File: config.mk
export PLATFORM = sky130hd
export DESIGN_NAME = mem_lsu
export DESIGN_NICKNAME = d
export VERILOG_FILES = /design/src/rtl/mem_lsu.sv
export SDC_FILE = /design/constraint.sdc
export NUM_CORES = 1
export LEC_CHECK = 0
export BUFFER_PORTS_ARGS = -buffer_cell sky130_fd_sc_hd__buf_2
export CAP_MARGIN = 20
export CORE_MARGIN = 8
export CORE_UTILIZATION = 40
export DETAILED_ROUTE_END_ITERATION = 16
export GPL_TIMING_DRIVEN = 0
export PLACE_DENSITY = 0.82
export SLEW_MARGIN = 10
export SYNTH_ARGS = -nofsm -noshare
export SYNTH_HDL_FRONTEND = slang
export SYNTH_SLANG_ARGS = --single-unit
File: constraint.sdc
create_clock -name clk -period 1.22 [get_ports clk]
set_input_delay 0 -clock clk [delete_from_list [all_inputs] [get_ports clk]]
set_output_delay 0 -clock clk [all_outputs]
set_load 0.02 [all_outputs]
File: src/rtl/mem_lsu.sv
// Load/store unit with an optional read-modify-write increment.
// One transaction in flight: accept in idle, access the data memory, optionally
// write back an incremented value, then hold the response until consumed.
// Optional feature macro: LSU_INC_EN enables the INC op (op 10); without it op 10
// is treated as reserved and the modify stage is not built.
module mem_lsu #(
  parameter int unsigned DATA_SIZE = 8,
  parameter int unsigned ADDR_SIZE = 5
) (
  input  logic                 clk,
  input  logic                 rstn,
  input  logic                 req_valid,
  output logic                 req_ready,
  input  logic [1:0]           req_op,
  input  logic [ADDR_SIZE-1:0] req_addr,
  input  logic [DATA_SIZE-1:0] req_wdata,
  output logic                 rsp_valid,
  input  logic                 rsp_ready,
  output logic [DATA_SIZE-1:0] rsp_rdata,
  output logic                 rsp_err,
  output logic                 mem_w,
  output logic [ADDR_SIZE-1:0] mem_addr,
  output logic [DATA_SIZE-1:0] mem_wdata,
  input  logic [DATA_SIZE-1:0] mem_rdata
);

  localparam logic [1:0] OpLd = 2'b00;
  localparam logic [1:0] OpSt = 2'b01;
`ifdef LSU_INC_EN
  localparam logic [1:0] OpInc = 2'b10;

  typedef enum logic [1:0] {
    StIdle   = 2'd0,
    StAccess = 2'd1,
    StModify = 2'd2,
    StResp   = 2'd3
  } state_e;
`else
  typedef enum logic [1:0] {
    StIdle   = 2'd0,
    StAccess = 2'd1,
    StResp   = 2'd3
  } state_e;
`endif

  state_e                 state_q, state_d;
  logic [1:0]             op_q, op_d;
  logic [ADDR_SIZE-1:0]   addr_q, addr_d;
  logic [DATA_SIZE-1:0]   wdata_q, wdata_d;
  logic [DATA_SIZE-1:0]   rdata_q, rdata_d;
  logic                   err_q, err_d;
  logic                   mem_w_raw;

  // State and transaction registers, synchronous active-low reset.
  always_ff @(posedge clk) begin
    if (!rstn) begin
      state_q <= StIdle;
      op_q    <= '0;
      addr_q  <= '0;
      wdata_q <= '0;
      rdata_q <= '0;
      err_q   <= 1'b0;
    end else begin
      state_q <= state_d;
      op_q    <= op_d;
      addr_q  <= addr_d;
      wdata_q <= wdata_d;
      rdata_q <= rdata_d;
      err_q   <= err_d;
    end
  end

  // Next-state, register updates and memory/handshake outputs.
  always_comb begin
    state_d   = state_q;
    op_d      = op_q;
    addr_d    = addr_q;
    wdata_d   = wdata_q;
    rdata_d   = rdata_q;
    err_d     = err_q;
    mem_w_raw = 1'b0;
    mem_wdata = wdata_q;
    req_ready = 1'b0;
    rsp_valid = 1'b0;
    case (state_q)
      StIdle: begin
        req_ready = 1'b1;
        if (req_valid) begin
          op_d    = req_op;
          addr_d  = req_addr;
          wdata_d = req_wdata;
          err_d   = 1'b0;
          state_d = StAccess;
        end
      end
      StAccess: begin
        state_d = StResp;
        case (op_q)
          OpLd: rdata_d = mem_rdata;
          OpSt: begin
            mem_w_raw = 1'b1;
            mem_wdata = wdata_q;
            rdata_d   = '0;
          end
`ifdef LSU_INC_EN
          OpInc: begin
            // Old value is returned to the core and also feeds the incrementer.
            rdata_d = mem_rdata;
            state_d = StModify;
          end
`endif
          default: begin
            rdata_d = '0;
            err_d   = 1'b1;
          end
        endcase
      end
`ifdef LSU_INC_EN
      StModify: begin
        // Wraps silently at the top of the range.
        mem_w_raw = 1'b1;
        mem_wdata = rdata_q + {{(DATA_SIZE-1){1'b0}}, 1'b1};
        state_d   = StResp;
      end
`endif
      StResp: begin
        rsp_valid = 1'b1;
        if (rsp_ready) state_d = StIdle;
      end
      default: state_d = StIdle;
    endcase
  end

  // A reset cycle must never write memory, even mid-transaction.
  assign mem_w     = mem_w_raw & rstn;
  assign mem_addr  = addr_q;
  assign rsp_rdata = rdata_q;
  assign rsp_err   = err_q;

endmodule

==> flow_summary.ini <==
[run_status]
run_status = finished, final reports clean

[synthesis]
synth_seq_cells = 26
synth_cell_type_count = 21
yosys_warnings = 0
syn_avg_cell_area_um2 = 10.3
synth.area.top_cells = dfxtp_1 (50%), o21ai_2 (13%), a22o_1 (6.7%)
synthCells = 102
ys_seq_area_share_pct = 49.6
yosysTopAreaCell = dfxtp_1
synth.net_count = 129
synth_top_area_share_pct = 49.6
syn_area_um2 = 1050

[placed_design]
dp_slack_ns = 0.00315
portBuffers = 50
gp_congestion = 0.799
dpl_cell_area_um2 = 1340
hpwl_um = 2100

[cts]
cts_tree = yes
clkLatencyLatePin_ns = 0.32
htree_levels = 1
root_buffer = clkbuf_4
clockBufferDepth = 2
clkSlewWorstSetupHoldPaths_ns = 0.15
cts_buffers = 3
cts.sinks = 26

[power]
sw_frac_of_total_pct = 27.6
power_switching_mw = 0.566
clkPwrFrac_pct = 29.1
power_mw = 2.05
combPwrFrac_pct = 24.2
power.density_nw_per_um2 = 1160
max-vdd-ir-drop_uv = 866
leakage_nw = 0.812
p_int_mw = 1.48
p_seq_share_pct = 46.7

[timing]
clock.fmax_ghz = 0.825
min_period_over_period_pct = 99.4
fin_crit_ns = 1.21
slew_headroom_pct = 75.7
fin_ws_ns = 0.00714
worstMarginPinSlew_ns = 0.362
report.final.setup_viol = 0
timing.final.max_slew_violations = 0
hold_viol = 0
rsz0062_at_grt = true
fin_skew_ns = 0.00402
fin_tns_setup_ns = 0

[routing]
avgViaCountPerCell = 4.86
first_pass_iters = 3
totalWireLength_um = 3100
drc_errors = 0
drt_iter0_markers = 15
wl_per_cell_um = 14.4
vias = 1045
final_antenna_net_count = 0

[job]
cap_violations = 0

[cells_and_area]
multi_input_area_um2 = 513
design_area_um2 = 1760
drive_above_1_share_pct = 54.1
layout.nets = 213
regArea_um2 = 529
num-fill-cells = 184
syn2layout_area_growth_pct = 67.5
diodes = 0

[critical_path]
path_class = reg2reg
crit-reg2reg-launch = state_q[1]
cp_max_fo = 10
required_ns = 1.46
cp.arrival_ns = 1.45
cp-end-kind = flop
worstSetupStartpoint = state_q[1]
cp-start-kind = flop

[grt]
gr-usage-all-layers_pct = 13.6
grt_util_met2_pct = 25.4
gr-total-overflow = 0
busiest_layer = met2
antenna_found_initial = 0
grt_pass1_wl_um = 5000
gr-usage-met3_pct = 5.13
grt_pass1_vias = 1157
met1_usage_pct = 14.0
grt_max_degree = 16

[floorplan]
start_util_pct = 42.4
core-area_um2 = 2480
die_h_um = 67.2
die_w_um = 67.2
dieArea_um2 = 4520
fp-row-count = 18
pin_count = 52

[min_path]
hold_class = in2reg
hold_start = req_valid
state kept, by name, indices dropped and copies added (netlist names):
signal,cells
mem_addr,5
op_q,2
rsp_err,1
rsp_rdata,8
state_q,2
wdata_q,8
worst paths after layout:
| kind | slack [ns] | endpoint | depth (start not counted) |
|---|---|---|---|
| max reg2reg | 0.007 | mem_addr[0] | 4 |
| min reg2reg | 0.47 | mem_addr[1] | 2 |
| min | 0.07 | rsp_err | 3 |
| max | 0.007 | mem_addr[0] | 4 |
synthesized netlist by cell type:
cell type	instances
and3b_1	1
o21ai_2	15
inv_1	1
nor3b_1	1
a22o_1	8
nand3_1	10
buf_4	4
and2_2	1
o22ai_1	1
a21boi_2	1
dfxtp_1	26
dlygate4sd1_1	1
a21oi_1	2
nor2b_1	1
nand2_1	17
a21o_1	1
buf_6	3
nor2_1	1
nand3_2	5
and3_2	1
or3b_4	1
metrics by stage:
step	std cells	utilization, %	hold slack (ns)
after floorplan	102	-	0.109
after global placement	182	54.0	0.203
after detailed placement	182	54.0	0.207
after CTS	213	67.4	0.0540
after global routing	215	71.0	0.0925
final	215	71.0	0.0692
cells in the final DEF (no fill, tap or decap):
cell / Yosys / layout
buf_2: 0 / 49
dlygate4sd3_1: 0 / 27
dfxtp_1: 26 / 23
nand2_1: 17 / 17
o21ai_2: 15 / 15
nand3_2: 5 / 14
a22o_1: 8 / 8
buf_4: 4 / 5
buf_6: 3 / 4
clkbuf_4: 0 / 3
a21oi_1: 2 / 2
dfxtp_4: 0 / 2
nor2_1: 1 / 1
and2_2: 1 / 1
nor3b_4: 0 / 1
and3_4: 0 / 1
or3b_4: 1 / 1
buf_8: 0 / 1
dlygate4sd1_1: 1 / 1
inv_1: 1 / 1
a21boi_2: 1 / 1
and3b_1: 1 / 1
nand3_1: 10 / 1
nor2b_1: 1 / 1
a21o_1: 1 / 1
o22ai_1: 1 / 1
bufinv_16: 0 / 1
dfxtp_2: 0 / 1
what timing repair did:
action | CTS | global route
hold buffers | 27 | 0
endpoints found under the hold margin | 25 | 0
buffers inserted | 0 | 1
endpoints found under the setup margin | 16 | 16
pin swaps | 0 | 1
gates cloned | 0 | 1
resized for setup | 4 | 18
kinds of logic (layout without fill, tap and decap cells):
| kind of cell | Yosys count | after routing | share of synthesized area (%) |
|---|---|---|---|
| AND/OR/NAND/NOR | 39 | 39 | 20.6 |
| flip-flops | 26 | 26 | 49.6 |
| AO/OA/AOI/OAI | 28 | 28 | 22.5 |
| buffers and inverters | 9 | 92 | 7.27 |
final cells by class:
| type | instances | share of cell area [%] |
|---|---|---|
| Clock buffer | 3 | 1.28 |
| Clock inverter | 1 | 1.71 |
| Sequential cell | 26 | 30.1 |
| Multi-Input combinational cell | 67 | 29.2 |
| Timing Repair Buffer | 79 | 31.0 |
| Buffer | 8 | 4.34 |
| Tap cell | 30 | 2.14 |
| Inverter | 1 | 0.214 |
worst max-delay path: stages (launching register included):
cell	delay, ns
dfxtp_4	0.40
or3b_4	0.42
buf_6	0.18
nand3_2	0.08
o21ai_2	0.05
per-layer routing:
metal / share of wire (%) / vias to the layer above / wire (um)
met5: 0 / - / 0
met1: 40 / 477 / 1240
met4: 0.61 / 0 / 19
li1: - / 523 / -
met2: 49 / 41 / 1520
met3: 10 / 4 / 315
power by group through the flow:
| stage | sequential (mW) | combinational, mW | clock (mW) |
|---|---|---|---|
| finish | 0.957 | 0.495 | 0.595 |
| detailed placement | 0.973 | 0.390 | 0 |
| CTS | 0.956 | 0.459 | 0.603 |
| floorplan | 1.03 | 0.190 | 0 |
| global placement | 0.968 | 0.378 | 0 |
| global route | 0.966 | 0.535 | 0.647 |
No activity file was read; power rests on OpenSTA's default activity.
